===== config.mk =====
export PLATFORM = sky130hd
export DESIGN_NAME = vblank_arbiter
export DESIGN_NICKNAME = d
export VERILOG_FILES = /design/src/rtl/vga_pkg.sv /design/src/rtl/rr_pick.sv /design/src/rtl/vblank_arbiter.sv
export SDC_FILE = /design/constraint.sdc
export NUM_CORES = 1
export LEC_CHECK = 0
export ABC_AREA = 1
export BUFFER_PORTS_ARGS = -buffer_cell sky130_fd_sc_hd__buf_4
export CAP_MARGIN = 20
export CORE_UTILIZATION = 40
export CTS_CLUSTER_DIAMETER = 50
export CTS_CLUSTER_SIZE = 8
export DETAILED_ROUTE_END_ITERATION = 10
export SLEW_MARGIN = 20
export SYNTH_ARGS = -nofsm -noshare
export SYNTH_HDL_FRONTEND = slang
export SYNTH_SLANG_ARGS = --single-unit

===== constraint.sdc =====
create_clock -name clk -period 3.25 [get_ports clk]
set_input_delay 0.1625 -clock clk [delete_from_list [all_inputs] [get_ports clk]]
set_output_delay 0.1625 -clock clk [all_outputs]
set_load 0.02 [all_outputs]

===== src/rtl/vga_pkg.sv =====
// Shared timing constants, arbiter state encoding and a one-hot index helper
// for the vertical-blank update-window logic.
package vga_pkg;

  localparam int unsigned YW          = 11;
  localparam int unsigned V_TOTAL     = 667;
  localparam int unsigned V_VISIBLE   = 600;
  localparam int unsigned GUARD_LINES = 2;

  // Widest requester vector the index helper handles.
  localparam int unsigned MAX_REQ = 8;
  localparam int unsigned IDX_W   = 3;

  typedef enum logic [1:0] {
    CLOSED = 2'd0,
    IDLE   = 2'd1,
    GRANT  = 2'd2
  } arb_state_t;

  // Encode a one-hot (or zero) vector to its bit index; zero maps to 0.
  function automatic logic [IDX_W-1:0] oh_to_idx(input logic [MAX_REQ-1:0] oh);
    logic [IDX_W-1:0] idx;
    idx = '0;
    for (int unsigned i = 0; i < MAX_REQ; i++) begin
      if (oh[i]) begin
        idx = idx | IDX_W'(i);
      end
    end
    return idx;
  endfunction

endpackage


===== src/rtl/rr_pick.sv =====
// Combinational round-robin priority picker.
// Scans req starting at index ptr and wrapping modulo N_REQ; returns the
// first set bit as a one-hot vector.
// Ports:
//   req     - request vector
//   ptr     - index that has highest priority this cycle
//   pick_c  - one-hot selection (zero when nothing requested)
//   valid_c - 1 when any request is present
module rr_pick #(
  parameter int unsigned N_REQ = 4,
  parameter int unsigned PW    = $clog2(N_REQ)
) (
  input  logic [N_REQ-1:0] req,
  input  logic [PW-1:0]    ptr,
  output logic [N_REQ-1:0] pick_c,
  output logic             valid_c
);

  logic [PW-1:0] idx;

  // First hit wins; later hits are masked by valid_c.
  always_comb begin
    pick_c  = '0;
    valid_c = 1'b0;
    idx     = '0;
    for (int unsigned i = 0; i < N_REQ; i++) begin
      idx = PW'((32'(ptr) + i) % N_REQ);
      if (!valid_c && req[idx]) begin
        pick_c[idx] = 1'b1;
        valid_c     = 1'b1;
      end
    end
  end

endmodule


===== src/rtl/vblank_arbiter.sv =====
// Vertical-blank update-window arbiter.
// Shares the once-per-frame blank interval between N_REQ requesters that may
// only touch display memory while no lines are visible. Grants are issued
// round-robin, one at a time, and any grant still held when the guard band
// before line 0 starts is revoked and flagged in ovr. Also produces a
// one-cycle frame strobe on the rising edge of blank_in.
// Ports:
//   clk       - pixel-domain clock (y_crd/blank_in synchronous to it)
//   rst_n     - asynchronous active-low reset
//   y_crd     - current line number from the vertical timer
//   blank_in  - 1 during vertical blank
//   req       - level requests, held until granted and done
//   done      - one-cycle pulse from the granted requester
//   ovr_clr   - one-cycle pulse clearing ovr
//   gnt       - one-hot (or zero) grant
//   win_open  - 1 while grants may be issued
//   frame_stb - one-cycle pulse after blank_in rises
//   ovr       - sticky per-requester "grant revoked by window close"
module vblank_arbiter #(
  parameter int unsigned N_REQ       = 4,
  parameter int unsigned YW          = vga_pkg::YW,
  parameter int unsigned V_TOTAL     = vga_pkg::V_TOTAL,
  parameter int unsigned GUARD_LINES = vga_pkg::GUARD_LINES
) (
  input  logic             clk,
  input  logic             rst_n,
  input  logic [YW-1:0]    y_crd,
  input  logic             blank_in,
  input  logic [N_REQ-1:0] req,
  input  logic [N_REQ-1:0] done,
  input  logic             ovr_clr,
  output logic [N_REQ-1:0] gnt,
  output logic             win_open,
  output logic             frame_stb,
  output logic [N_REQ-1:0] ovr
);

  import vga_pkg::*;

  localparam int unsigned   PW      = $clog2(N_REQ);
  localparam logic [YW-1:0] Y_CLOSE = YW'(V_TOTAL - GUARD_LINES);

  arb_state_t       state_q;
  arb_state_t       state_d;
  logic [N_REQ-1:0] gnt_d;
  logic [N_REQ-1:0] ovr_d;
  logic [N_REQ-1:0] pick_c;
  logic [PW-1:0]    ptr_q;
  logic [PW-1:0]    ptr_d;
  logic [PW-1:0]    g_idx_c;
  logic [PW-1:0]    g_next_c;
  logic             win_d;
  logic             blank_q;
  logic             valid_c;
  logic             close_c;
  logic             done_hit_c;

  // Window must be shut during visible lines and in the guard band before wrap.
  assign close_c = !blank_in || (y_crd >= Y_CLOSE);

  // Index of the current grant and the requester after it (rr pointer update).
  assign g_idx_c    = PW'(oh_to_idx(MAX_REQ'(gnt)));
  assign g_next_c   = (g_idx_c == PW'(N_REQ - 1)) ? '0 : g_idx_c + PW'(1);
  // Only a done from the granted requester counts.
  assign done_hit_c = |(done & gnt);

  rr_pick #(
    .N_REQ (N_REQ),
    .PW    (PW)
  ) u_pick (
    .req     (req),
    .ptr     (ptr_q),
    .pick_c  (pick_c),
    .valid_c (valid_c)
  );

  // Next-state and next-output logic.
  always_comb begin
    state_d = state_q;
    gnt_d   = gnt;
    ptr_d   = ptr_q;
    // Clear first so a revocation in the same cycle still sets its bit.
    ovr_d   = ovr & ~{N_REQ{ovr_clr}};

    case (state_q)
      CLOSED: begin
        gnt_d = '0;
        // Only the blank rising edge opens the window, so a reset released
        // mid-blank waits for the following frame.
        if (frame_stb) begin
          state_d = IDLE;
        end
      end

      IDLE: begin
        gnt_d = '0;
        if (close_c) begin
          state_d = CLOSED;
        end else if (valid_c) begin
          gnt_d   = pick_c;
          state_d = GRANT;
        end
      end

      GRANT: begin
        if (done_hit_c) begin
          // A finished transfer is never flagged, even if the window closes now.
          gnt_d   = '0;
          ptr_d   = g_next_c;
          state_d = close_c ? CLOSED : IDLE;
        end else if (close_c) begin
          gnt_d   = '0;
          ovr_d   = ovr_d | gnt;
          ptr_d   = g_next_c;
          state_d = CLOSED;
        end
      end

      default: begin
        gnt_d   = '0;
        state_d = CLOSED;
      end
    endcase

    win_d = (state_d != CLOSED);
  end

  // State and registered outputs.
  always_ff @(posedge clk or negedge rst_n) begin
    if (!rst_n) begin
      state_q   <= CLOSED;
      gnt       <= '0;
      ptr_q     <= '0;
      ovr       <= '0;
      win_open  <= 1'b0;
      frame_stb <= 1'b0;
      blank_q   <= 1'b1;
    end else begin
      state_q   <= state_d;
      gnt       <= gnt_d;
      ptr_q     <= ptr_d;
      ovr       <= ovr_d;
      win_open  <= win_d;
      frame_stb <= blank_in & ~blank_q;
      blank_q   <= blank_in;
    end
  end

endmodule

==> metrics.yaml, run 1 <==
ys_types: 17
cts_buffers: 3
cts_tree: "yes"
post-route-period-util_pct: 60.4
h-tree-depth: 1
cts_resized: 0
die_h_um: 55.3
gp_congestion: 0.915
power_frac_clock_pct: 16.7
antenna_left: 0
synthesis.nets: 200
p_int_w: 0.000357
die-area_mm2: 0.00306
grt_setup_unrepaired: "false"
max_freq_mhz: 509
syn-instance-count: 169
clk_path_buf_depth: 2
sequentialPowerShare_pct: 34.2
route.vias.total: 1141
syn2layout_area_growth_pct: 28.5
total_power_w: 0.000636
layout_common_cells: "58 x nand2_1, 32 x buf_4, 24 x inv_1"
leakage_nw: 0.847
nNetsFinal: 239
grt_pass1_vias: 1118
place.port_buffers: 32
critical_path_arrival_ns: 2.14
slew_headroom_pct: 68.8
clockRootBuffer: "clkbuf_4"
netlist_area_mm2: 0.00114
grt_util_all_layers_pct: 19.9
hold_path.class: "input port to flip-flop"
synth_ff_type: "dfrtp_1"
critPathMaxFanout: 8
diodes: 0
wl_per_cell_um: 11.3
cp-end-kind: "flip-flop"
drtIter0Drc: 29
start_util_pct: 43.9
core_area_mm2: 0.00259
grt_max_degree: 16
worst-slew-pin-transition_ns: 0.463
drc: 0
tns_ns: 0
antenna_found_initial: 0
rows: 18
clk_latency_ns: 0.28
critPathRequiredTime_ns: 3.43
setup_violations: 0
p_sw_w: 0.000280
dr.pass1.iters: 4
drive_gt1_share_pct: 23.2
via_per_inst: 4.81
post_cts_buffers: 0
switching_share_pct: 43.9
ys_ff_latch: 15
maxCapViolCount: 0
layout_commonest_cell: "nand2_1"
pin_count: 33
clock-sinks: 15
skew_ns: 0.00350
postCtsHoldBufs: 2
route.met2.wl_mm: 1.24
cp-start-kind: "flip-flop"
drt-total-wl_mm: 2.69
yosysWarningCount: 0
ys_async_sr_fraction_pct: 100
status: "completed"
hold_ws_ns: 0.173
power_density_mw_per_mm2: 436
pwr-share-comb_pct: 49.1
synth_edf_count: 0
top_layer: "met4"
grt_pass1_wl_mm: 4.91
clk_pin_slew_ns: 0.09
dp_hpwl_mm: 2.26
wl_met1_mm: 1.29
crit_type: "flip-flop to flip-flop"
timing.final.crit_period_ns: 1.96
postSynthAreaPerCell_um2: 6.73
hold_viol_final: 0
dieWidth_um: 55.3
met3_length_um: 135
seq_area_frac_synth_pct: 33.1
overflow: 0
vdd_drop_max_v: 0.000322
slew_violations: 0
## cells by family (layout without fill, tap and decap cells)
| kind of cell | after synthesis | after routing | share of synthesized area [%] |
|---|---|---|---|
| and+or+nand+nor | 110 | 110 | 45.3 |
| buffers and inverters | 28 | 66 | 9.24 |
| DFF | 15 | 15 | 33.1 |
| adders and majority gates | 8 | 8 | 8.80 |
| AOI/OAI and AO/OA | 8 | 8 | 3.52 |
## through the flow
step | worst slack (ns) | cells | util, % | area, µm²
2_1_floorplan | 1.53 | 169 | - | 1140
3_3_place_gp | 1.36 | 231 | 54.6 | 1420
3_5_place_dp | 1.28 | 231 | 54.6 | 1420
4_1_cts | 1.27 | 237 | 56.4 | 1460
5_1_grt | 1.07 | 237 | 56.4 | 1460
6_report | 1.29 | 237 | 56.4 | 1460
## state kept, by name, indices dropped and copies added (netlist names)
signal	flops
ptr_q	2
blank_q	1
win_open	1
gnt	4
frame_stb	1
ovr	4
state_q	2
## worst max-delay path: stages, from the launching register on
cell and delay (ns):
dfrtp_1 0.52, inv_1 0.21, ha_1 0.35, inv_1 0.08, nand3_1 0.07, nand2_1 0.15, nand4_1 0.14, nand3_1 0.12
inv_1 0.09, nand2_1 0.07, nand2_1 0.05
## path summary, 6_finish.rpt
kind / startpoint / endpoint / slack (ns) / cells past startpoint
max in group asynchronous: rst_n / blank_q / 2.74 / 2
hold reg to reg: blank_q / frame_stb / 0.48 / 1
setup reg to reg: ptr_q[1] / gnt[3] / 1.29 / 10
setup / recovery: ptr_q[1] / gnt[3] / 1.29 / 10
hold / removal: ovr_clr / ovr[2] / 0.17 / 4
min in group asynchronous: rst_n / gnt[2] / 0.26 / 2
## power groups by stage
stage / sequential (W) / combinational [W] / clock (W)
floorplan: 0.000220 / 0.000229 / 0
global placement: 0.000219 / 0.000307 / 0
detailed placement: 0.000222 / 0.000311 / 0
CTS: 0.000218 / 0.000313 / 0.000111
global route: 0.000220 / 0.000359 / 0.000120
finish: 0.000218 / 0.000313 / 0.000106
## area by class of cell
class,count,area [µm²]
Clock buffer,4,26.3
Tap cell,30,37.5
Multi-Input combinational cell,126,656
Fill cell,258,1130
Inverter,28,105
Sequential cell,15,377
Timing Repair Buffer,34,260
## Yosys cell counts, types with 3 or more instances
master / n / area share (%)
dfrtp_1: 14 / 31
ha_1: 8 / 8.8
inv_1: 24 / 7.9
inv_2: 3 / 0.99
nand2_1: 58 / 19
nand2_2: 3 / 1.7
nand3_1: 23 / 10
nor2_1: 18 / 5.9
o21ai_0: 6 / 2.6
## metal layers
layer / up-vias / track usage [%]
met5: - / 0
met4: 0 / 4.29
met3: 2 / 4.22
met2: 35 / 32.4
met1: 501 / 27.0
li1: 603 / -
Note: power is estimated with default switching activity, not from simulation.
==> run 2, diff against run 1 <==
clock period = 1.9 ns   (was 3.25 ns; I/O delays follow)
==> run 2 against run 1 <==
Net effect: critical path depth up 2; non-clock buffer count up 3; combinational power up 81%; fmax up 16%; largest power group unchanged.
==> metrics.yaml, run 2 (synthesized netlist as in run 1, its figures left out) <==
antenna_found_initial: 0  # unchanged
cpPeakStageDelay_ns: 0.40  # was 0.52 ns
dieWidth_um: 55.3  # unchanged
status: "completed"  # unchanged
critical_path_arrival_ns: 1.87  # was 2.14 ns
timing.final.crit_period_ns: 1.70  # was 1.96 ns
clk_path_buf_depth: 2  # unchanged
route.vias.total: 1186  # was 1141
slew_violations: 0  # unchanged
utilization_pct: 57.3  # was 56.4%
cp-start-kind: "flip-flop"  # unchanged
place_area_mm2: 0.00144  # was 0.00142 mm²
crit_top_cell: "nand2_1"
diodes: 0  # unchanged
hold_viol_final: 0  # unchanged
skew_ns: 0.00364  # was 0.00350 ns
via_per_inst: 4.94  # was 4.81
critPathRequiredTime_ns: 2.07  # was 3.43 ns
dp_hpwl_mm: 2.17  # was 2.26 mm
wl_per_cell_um: 10.9  # was 11.3 µm
gp_congestion: 0.888  # was 0.915
reg2regPathDepth: 12  # was 10
cp-end-kind: "flip-flop"  # unchanged
antenna_left: 0  # unchanged
syn2layout_area_growth_pct: 30.5  # was 28.5%
grt_pass1_vias: 1135  # was 1118
setup_violations: 0  # unchanged
layout_commonest_cell: "nand2_1"  # unchanged
grt_pass1_wl_mm: 4.74  # was 4.91 mm
max_freq_mhz: 589  # was 509 MHz
post-route-period-util_pct: 89.3  # was 60.4%
clk_latency_ns: 0.28  # about the same
critPathMaxFanout: 8  # unchanged
drive_gt1_share_pct: 24.3  # was 23.2%
h-tree-depth: 1  # unchanged
drtIter0Drc: 24  # was 29
start_util_pct: 43.9  # unchanged
maxCapViolCount: 0  # unchanged
cts_resized: 0  # unchanged
tns_ns: 0  # unchanged
vdd_drop_max_v: 0.000535  # was 0.000322 V
hold_path.class: "input port to flip-flop"  # unchanged
nNetsFinal: 242  # was 239
path_cells: "inv_2 -> ha_1 -> inv_1 -> nand3_1 -> nand2_2 -> inv_2 -> nand3_1 -> nand2_1 -> nor2_1 -> nand2_1 -> nand2_1 -> nand2_1"  # was inv_1 -> ha_1 -> inv_1 -> nand3_1 -> nand2_1 -> nand4_1 -> nand3_1 -> inv_1 -> nand2_1 -> nand2_1
core_area_mm2: 0.00259  # unchanged
power_density_mw_per_mm2: 737  # was 436 mW/mm²
critPathSlowestCell: "dfrtp_1"  # unchanged
dp_slack_ns: 0.205  # was 1.28 ns
place.port_buffers: 32  # unchanged
clockRootBuffer: "clkbuf_4"  # unchanged
overflow: 0  # unchanged
cts_tree: "yes"  # unchanged
drc: 0  # unchanged
die-area_mm2: 0.00306  # unchanged
clock-sinks: 15  # unchanged
cts_buffers: 3  # unchanged
final_cell_area_mm2: 0.00148  # was 0.00146 mm²
crit_type: "flip-flop to flip-flop"  # unchanged
finalWorstSetupSlack_ns: 0.202  # was 1.29 ns
post_cts_buffers: 0  # unchanged
postCtsHoldBufs: 2  # unchanged
drt-total-wl_mm: 2.63  # was 2.69 mm
leakage_nw: 0.861  # was 0.847 nW
whs_path_depth: 4  # unchanged
total_power_w: 0.00109  # was 0.000636 W
worst-slew-pin-transition_ns: 0.421  # was 0.463 ns
layout_common_cells: "58 x nand2_1, 35 x buf_4, 24 x inv_1"  # was 58 x nand2_1, 32 x buf_4, 24 x inv_1
grt_util_all_layers_pct: 18.9  # was 19.9%
rows: 18  # unchanged
grt_max_degree: 16  # unchanged
grt_setup_unrepaired: "false"  # unchanged
pin_count: 33  # unchanged
dr.pass1.iters: 4  # unchanged
reg.largest.list: "gnt: 4 flops, ovr: 4 flops"  # unchanged
slew_headroom_pct: 71.7  # was 68.8%
die_h_um: 55.3  # unchanged
clk_pin_slew_ns: 0.09  # about the same
-- run 2: critical path: cells and delay by family, from the launching register on --
family | cells | cell delay (ns)
fa+ha+maj | 1 | 0.28
buf+inv | 3 | 0.30
flops | 1 | 0.40
simple gates | 8 | 0.60
-- run 2: per-stage QoR --
step,instances,hold slack [ns]
finish,240,0.0998
global route,240,0.0980
CTS,240,0.0937
detailed placement,234,-0.0412
global placement,234,-0.0417
floorplan,169,-0.201
-- run 2: cell type report --
type | count | area [µm²]
Fill cell | 262 | 1110
Multi-Input combinational cell | 126 | 656
Sequential cell | 15 | 377
Timing Repair Buffer | 37 | 283
Inverter | 28 | 105
Tap cell | 30 | 37.5
Clock buffer | 4 | 26.3
-- run 2: path summary, 6_finish.rpt --
| kind | from | endpoint | slack, ns |
|---|---|---|---|
| max | ptr_q[0] | gnt[2] | 0.20 |
| min | ovr_clr | ovr[0] | 0.1 |
| max reg2reg | ptr_q[0] | gnt[2] | 0.20 |
| min reg2reg | blank_q | frame_stb | 0.48 |
| max in group asynchronous | rst_n | blank_q | 1.45 |
| min in group asynchronous | rst_n | gnt[0] | 0.19 |
-- run 2: report_power, final --
part | internal [W] | switching [W]
registers | 0.000338 | 0.0000121
clock network | 0.0000814 | 0.0000972
logic | 0.000205 | 0.000361
-- run 2: layer usage --
metal / track usage (%) / up-vias / routed length [µm]
li1: - / 608 / -
met1: 25.4 / 534 / 1260
met2: 31.3 / 42 / 1200
met3: 4.92 / 2 / 143
met4: 2.14 / 0 / 13
met5: 0 / - / 0
